--- config.mk ---
export PLATFORM = sky130hd
export DESIGN_NAME = vga_timing_gen
export DESIGN_NICKNAME = d
export VERILOG_FILES = /design/src/rtl/vga_timing_pkg.sv /design/src/rtl/vga_pix_div.sv /design/src/rtl/vga_timing_gen.sv
export SDC_FILE = /design/constraint.sdc
export NUM_CORES = 1
export LEC_CHECK = 0
export BUFFER_PORTS_ARGS = -buffer_cell sky130_fd_sc_hd__buf_4
export CAP_MARGIN = 20
export CORE_UTILIZATION = 57
export DETAILED_ROUTE_END_ITERATION = 8
export GPL_TIMING_DRIVEN = 0
export PLACE_DENSITY = 0.78
export RECOVER_POWER = 25
export SYNTH_ARGS = -nofsm -noshare
export SYNTH_HDL_FRONTEND = slang
export SYNTH_HIERARCHICAL = 1
export SYNTH_SLANG_ARGS = --single-unit
--- constraint.sdc ---
create_clock -name clk -period 2.6 [get_ports clk]
set_clock_uncertainty 0.2 [all_clocks]
set_input_delay 0 -clock clk [delete_from_list [all_inputs] [get_ports clk]]
set_output_delay 0 -clock clk [all_outputs]
set_load 0.005 [all_outputs]
--- src/rtl/vga_timing_pkg.sv ---
// Shared definitions for the raster timing generator.
//   - 640x480@60 default timing constants (pixel/line counts, polarities)
//   - raster state encoding (IDLE / ACTIVE / STOPPING)
//   - helper deriving line/frame totals from the four region widths
package vga_timing_pkg;

  localparam int DEF_H_VISIBLE = 640;
  localparam int DEF_H_FRONT   = 16;
  localparam int DEF_H_SYNC    = 96;
  localparam int DEF_H_BACK    = 48;
  localparam int DEF_V_VISIBLE = 480;
  localparam int DEF_V_FRONT   = 10;
  localparam int DEF_V_SYNC    = 2;
  localparam int DEF_V_BACK    = 33;
  localparam int DEF_H_POL     = 0;
  localparam int DEF_V_POL     = 0;
  localparam int DEF_CNT_W     = 11;
  localparam int DEF_CLK_DIV   = 4;

  typedef enum logic [1:0] {
    ST_IDLE     = 2'd0,
    ST_ACTIVE   = 2'd1,
    ST_STOPPING = 2'd2
  } raster_state_t;

  // Total positions per line (or lines per frame) from the region widths.
  function automatic int calc_total(input int visible, input int front,
                                    input int sync, input int back);
    return visible + front + sync + back;
  endfunction

endpackage

--- src/rtl/vga_pix_div.sv ---
// Pixel-strobe divider.
//   Counts 0..CLK_DIV-1 continuously; tick is high on the last count, so
//   one tick occurs every CLK_DIV clocks. With CLK_DIV=1 tick is always high.
// Ports:
//   clk   - system clock
//   reset - asynchronous active-high reset (counter returns to 0)
//   tick  - high on the final clk cycle of each pixel period
module vga_pix_div #(
  parameter int CLK_DIV = 4
) (
  input  logic clk,
  input  logic reset,
  output logic tick
);

  localparam int DIV_W = (CLK_DIV > 1) ? $clog2(CLK_DIV) : 1;
  localparam logic [DIV_W-1:0] DIV_LAST = DIV_W'(CLK_DIV - 1);

  logic [DIV_W-1:0] div;

  always_ff @(posedge clk or posedge reset) begin
    if (reset) begin
      div <= '0;
    end else if (div == DIV_LAST) begin
      div <= '0;
    end else begin
      div <= div + 1'b1;
    end
  end

  assign tick = (div == DIV_LAST);

endmodule

--- src/rtl/vga_timing_gen.sv ---
// Parametrised VGA raster timing generator.
//   Walks (x,y) over the full porch-inclusive raster at one position per
//   pixel tick, producing sync, visible-area enable and strobe pulses.
//   Stopping is frame-aligned: dropping run lets the current frame finish.
// Ports:
//   clk         - system clock (pixel rate = clk / CLK_DIV)
//   reset       - asynchronous active-high reset
//   run         - level-sensitive raster enable, sampled on pixel ticks
//   x, y        - current raster position
//   hsync/vsync - syncs, active level set by H_POL / V_POL
//   en          - high while the presented position is in the visible area
//   pix_stb     - one-clk pulse on the first cycle of each new position
//   line_start  - pix_stb at x==0
//   frame_start - pix_stb at x==0, y==0
//   frame_cnt   - completed-frame counter (only with VGA_TIMING_FRAME_CNT_EN)
// Optional feature macro: VGA_TIMING_FRAME_CNT_EN
module vga_timing_gen
  import vga_timing_pkg::*;
#(
  parameter int H_VISIBLE = DEF_H_VISIBLE,
  parameter int H_FRONT   = DEF_H_FRONT,
  parameter int H_SYNC    = DEF_H_SYNC,
  parameter int H_BACK    = DEF_H_BACK,
  parameter int V_VISIBLE = DEF_V_VISIBLE,
  parameter int V_FRONT   = DEF_V_FRONT,
  parameter int V_SYNC    = DEF_V_SYNC,
  parameter int V_BACK    = DEF_V_BACK,
  parameter int H_POL     = DEF_H_POL,
  parameter int V_POL     = DEF_V_POL,
  parameter int CNT_W     = DEF_CNT_W,
  parameter int CLK_DIV   = DEF_CLK_DIV
) (
  input  logic             clk,
  input  logic             reset,
  input  logic             run,
  output logic [CNT_W-1:0] x,
  output logic [CNT_W-1:0] y,
  output logic             hsync,
  output logic             vsync,
  output logic             en,
  output logic             pix_stb,
  output logic             line_start,
  output logic             frame_start
`ifdef VGA_TIMING_FRAME_CNT_EN
  ,
  output logic [15:0]      frame_cnt
`endif
);

  localparam int H_TOTAL = calc_total(H_VISIBLE, H_FRONT, H_SYNC, H_BACK);
  localparam int V_TOTAL = calc_total(V_VISIBLE, V_FRONT, V_SYNC, V_BACK);

  localparam logic [CNT_W-1:0] H_LAST   = CNT_W'(H_TOTAL - 1);
  localparam logic [CNT_W-1:0] V_LAST   = CNT_W'(V_TOTAL - 1);
  localparam logic [CNT_W-1:0] H_VIS    = CNT_W'(H_VISIBLE);
  localparam logic [CNT_W-1:0] V_VIS    = CNT_W'(V_VISIBLE);
  localparam logic [CNT_W-1:0] HS_START = CNT_W'(H_VISIBLE + H_FRONT);
  localparam logic [CNT_W-1:0] HS_END   = CNT_W'(H_VISIBLE + H_FRONT + H_SYNC);
  localparam logic [CNT_W-1:0] VS_START = CNT_W'(V_VISIBLE + V_FRONT);
  localparam logic [CNT_W-1:0] VS_END   = CNT_W'(V_VISIBLE + V_FRONT + V_SYNC);

  localparam logic HS_ON = (H_POL != 0);
  localparam logic VS_ON = (V_POL != 0);

  logic tick;

  vga_pix_div #(
    .CLK_DIV(CLK_DIV)
  ) u_pix_div (
    .clk  (clk),
    .reset(reset),
    .tick (tick)
  );

  raster_state_t    state;
  raster_state_t    state_nxt;
  logic [CNT_W-1:0] x_nxt;
  logic [CNT_W-1:0] y_nxt;
  logic             stb_nxt;
  logic             live_nxt;
  logic             hs_act_nxt;
  logic             vs_act_nxt;
  logic             en_nxt;
  logic             line_nxt;
  logic             frame_nxt;

  always_ff @(posedge clk or posedge reset) begin
    if (reset) begin
      state <= ST_IDLE;
    end else begin
      state <= state_nxt;
    end
  end

  // Next state and next position. Between ticks everything holds, so the
  // output registers below reload identical values and only move on ticks.
  always_comb begin
    state_nxt = state;
    x_nxt     = x;
    y_nxt     = y;
    stb_nxt   = 1'b0;
    if (tick) begin
      case (state)
        ST_IDLE: begin
          if (run) begin
            state_nxt = ST_ACTIVE;
            x_nxt     = '0;
            y_nxt     = '0;
            stb_nxt   = 1'b1;
          end
        end
        ST_ACTIVE, ST_STOPPING: begin
          if ((state == ST_STOPPING) && !run && (x == H_LAST) && (y == V_LAST)) begin
            state_nxt = ST_IDLE;
            x_nxt     = '0;
            y_nxt     = '0;
          end else begin
            state_nxt = run ? ST_ACTIVE : ST_STOPPING;
            stb_nxt   = 1'b1;
            if (x == H_LAST) begin
              x_nxt = '0;
              y_nxt = (y == V_LAST) ? '0 : y + 1'b1;
            end else begin
              x_nxt = x + 1'b1;
            end
          end
        end
        default: begin
          state_nxt = ST_IDLE;
          x_nxt     = '0;
          y_nxt     = '0;
        end
      endcase
    end
  end

  // All decoded outputs come from the same next position so they never skew.
  always_comb begin
    live_nxt   = (state_nxt != ST_IDLE);
    hs_act_nxt = live_nxt && (x_nxt >= HS_START) && (x_nxt < HS_END);
    vs_act_nxt = live_nxt && (y_nxt >= VS_START) && (y_nxt < VS_END);
    en_nxt     = live_nxt && (x_nxt < H_VIS) && (y_nxt < V_VIS);
    line_nxt   = stb_nxt && (x_nxt == '0);
    frame_nxt  = line_nxt && (y_nxt == '0);
  end

  always_ff @(posedge clk or posedge reset) begin
    if (reset) begin
      x           <= '0;
      y           <= '0;
      hsync       <= ~HS_ON;
      vsync       <= ~VS_ON;
      en          <= 1'b0;
      pix_stb     <= 1'b0;
      line_start  <= 1'b0;
      frame_start <= 1'b0;
    end else begin
      x           <= x_nxt;
      y           <= y_nxt;
      hsync       <= hs_act_nxt ? HS_ON : ~HS_ON;
      vsync       <= vs_act_nxt ? VS_ON : ~VS_ON;
      en          <= en_nxt;
      pix_stb     <= stb_nxt;
      line_start  <= line_nxt;
      frame_start <= frame_nxt;
    end
  end

`ifdef VGA_TIMING_FRAME_CNT_EN
  // The frame_start that leaves IDLE opens a frame rather than closing one,
  // so only wraps to (0,0) from a running state are counted.
  logic count_frame;

  assign count_frame = frame_nxt && (state != ST_IDLE);

  always_ff @(posedge clk or posedge reset) begin
    if (reset) begin
      frame_cnt <= '0;
    end else if (count_frame) begin
      frame_cnt <= frame_cnt + 16'd1;
    end
  end
`endif

endmodule

Yosys cells after proc, flatten, opt, wreduce, memory -nomap -nowiden
Index checks and enable logic that the tools add are counted.
{"block": "word_totals", "ff_bits": 32, "in_bits": 3}
{"block": "op_classes", "n_addsub": 3, "n_lt_le_gt_ge": 6, "eq_ne": 5, "mux": 23, "reduce_logical": 17}
{"operator": "$mux 11", "count": 9}
{"operator": "$pmux 11 s2", "count": 2}
{"operator": "$add 11x1->11 const B", "count": 2}
{"operator": "$eq 11x10->1 const B", "count": 2}
{"operator": "$logic_not 11->1", "count": 2}
{"operator": "$lt 11x10->1 const B", "count": 2}
{"operator": "$lt 11x9->1 const B", "count": 2}
{"operator": "$ge 11x10->1 const B", "count": 1}
{"operator": "$ge 11x9->1 const B", "count": 1}
{"operator": "$logic_and 1x1->1", "count": 11}
{"operator": "$mux 2", "count": 5}
{"operator": "$mux 1", "count": 5}
{"operator": "$eq 2x2->1 const B", "count": 2}
{"operator": "$pmux 2 s2", "count": 1}
{"operator": "$add 2x1->2 const B", "count": 1}
{"operator": "$eq 2x1->1 const B", "count": 1}
{"operator": "$logic_not 2->1", "count": 1}
{"operator": "$pmux 1 s2", "count": 1}
{"operator": "$reduce_bool 2->1", "count": 1}
{"operator": "$reduce_or 2->1", "count": 1}
{"operator": "$logic_not 1->1", "count": 1}

Depth between registers and ports, before layout
{"block": "logic_depth", "word_depth": 11, "ltp_mapped": 11}

Modules after synthesis
Netlist, hierarchy kept.
{"module": "vga_timing_gen", "n_inst": 1, "cells_each": 225, "area_per_inst_um2": 2088.3}
{"module": "vga_pix_div", "n_inst": 1, "cells_each": 5, "area_per_inst_um2": 70.1}

Worst setup path after synthesis
OpenSTA, ideal clock, no wires.
{"block": "synth_path", "path_kind": "flip-flop to flip-flop", "start": "reg state[0]", "end": "reg frame_start", "t_arrival_ns": 2.112, "t_required_ns": 2.333, "path_slack_ns": 0.222, "path_stages_with_launch": 12, "n_path_buf": 2, "cell_sequence": "dfrtp_1 inv_1 ha_1 buf_2 nand3b_2 buf_4 a31oi_1 a211o_1 a22oi_1 nand4_1 nor4_1 and3_1"}
{"block": "synth_between", "elab_chain_cells": 10, "elab_cells_between_ends": 20}
{"element": "start, declared", "line_no": "vga_timing_gen.sv:75", "rtl": "raster_state_t state;"}
{"element": "start signal, assigned", "line_no": "vga_timing_gen.sv:91", "rtl": "state <= state_nxt;"}
{"element": "$eq 2x2->1", "line_no": "vga_timing_gen.sv:103, vga_timing_gen.sv:113"}
{"element": "$logic_and 1x1->1 (3 in a row)", "line_no": "vga_timing_gen.sv:113", "rtl": "if ((state == ST_STOPPING) && !run && (x == H_LAST) && (y == V_LAST)) begin"}
{"element": "$mux 11", "line_no": "vga_timing_gen.sv:113"}
{"element": "$pmux 11 s2", "line_no": "vga_timing_gen.sv:103", "rtl": "case (state)"}
{"element": "$mux 11", "line_no": "vga_timing_gen.sv:102", "rtl": "if (tick) begin"}
{"element": "$logic_not 11->1", "line_no": "vga_timing_gen.sv:143", "rtl": "line_nxt = stb_nxt && (x_nxt == '0);"}
{"element": "$logic_and 1x1->1", "line_no": "vga_timing_gen.sv:143"}
{"element": "$logic_and 1x1->1 (*)", "line_no": "vga_timing_gen.sv:144", "rtl": "frame_nxt = line_nxt && (y_nxt == '0);"}
{"element": "named net frame_nxt", "line_no": "vga_timing_gen.sv:85", "rtl": "logic frame_nxt;"}
{"element": "end signal, assigned", "line_no": "vga_timing_gen.sv:165", "rtl": "frame_start <= frame_nxt;"}
{"element": "end, declared", "line_no": "vga_timing_gen.sv:43", "rtl": "output logic frame_start"}
The timed path passes the listed nets; every way through them passes the cells marked *.

Worst setup path in the final report
{"block": "layout_path", "start": "reg state[1]", "end": "reg frame_start"}
{"block": "layout_between", "elab_chain_cells": 10, "elab_cells_between_ends": 20}
{"element": "$eq 2x2->1", "line_no": "vga_timing_gen.sv:103, vga_timing_gen.sv:113"}
{"element": "$logic_and 1x1->1 (3 in a row)", "line_no": "vga_timing_gen.sv:113"}
{"element": "$mux 11", "line_no": "vga_timing_gen.sv:113"}
{"element": "$pmux 11 s2", "line_no": "vga_timing_gen.sv:103"}
{"element": "$mux 11", "line_no": "vga_timing_gen.sv:102"}
{"element": "$logic_not 11->1", "line_no": "vga_timing_gen.sv:143"}
{"element": "$logic_and 1x1->1 (*)", "line_no": "vga_timing_gen.sv:143"}
{"element": "named net line_nxt", "line_no": "vga_timing_gen.sv:84", "rtl": "logic line_nxt;"}
{"element": "$logic_and 1x1->1 (*)", "line_no": "vga_timing_gen.sv:144"}
{"element": "named net frame_nxt", "line_no": "vga_timing_gen.sv:85"}
Marked as above.

==> impl_metrics.json <==
{
  "status": "finished clean",
  "reg2reg_depth": 10,
  "power_frac_seq_pct": 34.6,
  "die-area_sq_mm": 0.004037,
  "grt_max_degree": 18,
  "antenna_cells": 0,
  "drt_wl_total_mm": 6.811,
  "cts_root_buffer": "clkbuf_8",
  "wire_per_inst_um": 19.97,
  "crit_arrival_ns": 2.55,
  "ant_nets": 0,
  "synth-seq-area-share_pct": 37.22,
  "p_clk_share_pct": 23.9,
  "drt_iter0_drc": 200,
  "vias": 2282,
  "final.setup.worst_slack_ns": 0.03562,
  "synthToLayoutAreaGrowth_pct": 38.26,
  "cp_max_fo": 6,
  "criticalPathCategory": "reg -> reg",
  "drv_cap": 0,
  "gr-total-overflow": 0,
  "cts_buffers": 5,
  "place_ws_ns": -0.1393,
  "grt_util_met1_pct": 42.28,
  "cts.htree.levels": 2,
  "die-height_um": 63.54,
  "use_met2_pct": 52.79,
  "crit_path_max_incr_delay_ns": 0.41,
  "maxSlewHeadroom_pct": 58.35,
  "fp-row-count": 21,
  "min_period_over_period_pct": 98.63,
  "ff_latch_area_sq_um": 808.3,
  "grt_pass1_vias": 1992,
  "async_flop_share_pct": 100.0,
  "max_freq_ghz": 0.3900,
  "holdCritPathClass": "in -> async",
  "p_int_mw": 1.136,
  "cts_tree": "built",
  "rr_endpoint": "frame_start",
  "fin_nets": 305,
  "ir_drop_v": 0.0005223,
  "r2r_start": "state[1]",
  "gp_congestion": 0.9545,
  "reg2reg_slack_ns": 0.04,
  "grt.busiest_layer": "met2",
  "combPwrFrac_pct": 41.6,
  "dr.pass1.iters": 5,
  "rsz0062_at_grt": "true",
  "initial_utilization_pct": 62.23,
  "ioPinCount": 31,
  "grtUsageTotal_pct": 33.01,
  "fillers": 187,
  "netlist_area_sq_mm": 0.002158,
  "switchingPower_mw": 0.6268,
  "avgViaCountPerCell": 6.692,
  "yosys_warnings": 6,
  "clkTransAtPathRegs_ns": 0.07,
  "avgSynthCellArea_sq_um": 9.384,
  "tns_ns": 0,
  "crit_path_start_kind": "register",
  "cp_slowest_cell": "dfrtp_1",
  "synth_edf_count": 0,
  "synth-seq-cells": 32,
  "setup_viol": 0,
  "core_area_sq_mm": 0.003468,
  "grt_pass1_wl_mm": 9.977,
  "postSynthCellCount": 230,
  "dp_hpwl_mm": 4.241,
  "drive_gt1_share_pct": 43.73,
  "grt_use_met3_pct": 8.696,
  "finalMaxSlewViolations": 0,
  "ys.flop_type": "dfrtp_1",
  "finalCriticalPeriod_ns": 2.564,
  "yosysUniqueCellTypes": 69,
  "hold_viol": 0,
  "worst_slew_pin_slew_ns": 0.6241,
  "antenna_found_initial": 0,
  "crit_path_end_kind": "register",
  "p_per_area_mw_per_mm2": 590.6,
  "die_w_um": 63.54,
  "port_buffers": 30,
  "multi_input_area_sq_mm": 0.001415,
  "numClockSinks": 32,
  "path_cells": "inv_2 -> ha_4 -> buf_6 -> nand3b_4 -> buf_8 -> clkbuf_2 -> o41a_1 -> nor4b_2 -> and4b_1 -> and3_1",
  "switching_share_pct": 35.56,
  "route.detailed.drc": 0,
  "insertion_delay_ns": 0.29,
  "syn_nets": 240,
  "power.leakage_nw": 1.328,
  "clock_path_buffers": 2,
  "worstPathRequired_ns": 2.58
}
-- cells in the mapped netlist (2+ instances only) --
library cell	number	area [sq um]
a22oi_1	2	15.01
nor3_2	2	20.02
dfrtp_1	30	750.7
a21oi_1	10	50.05
nor4b_1	2	17.52
nor4b_2	2	30.03
and4_1	2	17.52
a32oi_1	2	17.52
inv_2	2	7.510
ha_1	7	87.58
buf_2	5	25.02
nand2_1	21	78.83
and2_1	3	18.77
and3_1	6	37.54
a31oi_1	9	56.30
nor4_2	2	25.02
nand3_1	12	60.06
inv_1	12	45.04
dfstp_2	2	52.55
nor2b_1	3	18.77
nand4_1	4	25.02
nor4_1	3	18.77
nor2_1	10	37.54
nor3_1	5	25.02
buf_4	2	15.01
o21ai_0	15	75.07
a211o_1	3	26.28
o21ai_1	6	30.03
buf_6	3	33.78
and4_4	3	33.78
a21o_1	2	15.01
-- stage by stage --
| step | hold slack [ns] | power, mW | instances | utilization [%] | cell area [sq um] |
|---|---|---|---|---|---|
| floorplan | -0.4588 | 0.9286 | 230 | - | 2158 |
| global placement | -0.3336 | 1.074 | 306 | 70.38 | 2441 |
| detailed placement | -0.3250 | 1.092 | 307 | 71.18 | 2469 |
| CTS | 0.1715 | 1.553 | 323 | 78.64 | 2728 |
| global route | 0.2054 | 1.841 | 341 | 86.04 | 2984 |
| finish | 0.1576 | 1.763 | 341 | 86.04 | 2984 |
-- timing repair --
action | in CTS | in global routing
pin swaps | 5 | 7
hold buffers | 3 | 0
setup endpoints to repair | 4 | 5
gates resized for setup | 17 | 29
buffers inserted | 6 | 18
endpoints found under the hold margin | 17 | 0
-- cell families (layout without fill, tap and decap cells) --
| kind of cell | after synthesis | after routing | synth area share (%) |
|---|---|---|---|
| simple gates | 94 | 94 | 27.89 |
| compound gates | 68 | 68 | 23.02 |
| flops | 32 | 32 | 37.22 |
| buf+inv | 25 | 90 | 6.028 |
| fa+ha+maj | 7 | 7 | 4.058 |
| xor+xnor | 2 | 2 | 0.8117 |
| mux | 2 | 2 | 0.9855 |
-- metal layers --
metal | wire, um | vias to the layer above
met2 | 3291 | 147
met4 | 203 | 0
li1 | - | 998
met3 | 621 | 35
met5 | 0 | -
met1 | 2696 | 1102
-- critical path, delay by kind of cell (launching register included) --
family | cells | cell delay [ns]
simple gates | 4 | 0.68
flops | 1 | 0.41
compound gates | 1 | 0.37
fa+ha+maj | 1 | 0.26
buf+inv | 4 | 0.52
-- power groups by stage --
stage,clock network [mW],logic [mW],registers [mW]
detailed placement,0,0.482,0.610
global placement,0,0.468,0.606
finish,0.420,0.733,0.609
CTS,0.423,0.526,0.604
floorplan,0,0.326,0.602
global route,0.443,0.782,0.615
-- cell usage in the layout (no fill, tap or decap), types with 5 or more instances in the layout --
| cell | instances |
|---|---|
| o21ai_0 | 15 |
| nor2_1 | 9 |
| buf_4 | 47 |
| dfrtp_1 | 26 |
| inv_2 | 5 |
| clkbuf_4 | 8 |
| nand3_1 | 12 |
| inv_1 | 9 |
| a31oi_1 | 5 |
| a21oi_1 | 8 |
| and3_1 | 5 |
| clkbuf_8 | 7 |
| nand2_1 | 21 |
-- registers in the layout (all words and copies together) (netlist names) --
signal	count
x	11
y	11
state	2
u_pix_div/div	2
en	1
frame_start	1
hsync	1
line_start	1
pix_stb	1
vsync	1
-- layout make-up --
cell class / instances / area share (%)
Clock buffer: 7 / 3.229
Tap cell: 46 / 1.929
Buffer: 10 / 3.019
Multi-Input combinational cell: 173 / 47.42
Sequential cell: 32 / 27.09
Inverter: 15 / 1.887
Timing Repair Buffer: 58 / 15.43
-- worst max-delay path by stage --
stage,slack [ns],end,from
6_report,0.04,frame_start,state[1]
3_3_place_gp,-0.10,frame_start,state[0]
4_1_cts,0.01,frame_start,x[0]
2_1_floorplan,0.22,frame_start,state[0]
3_5_place_dp,-0.14,frame_start,state[0]
5_1_grt,-0.07,frame_start,state[1]
(Power assumes the default switching activity.)
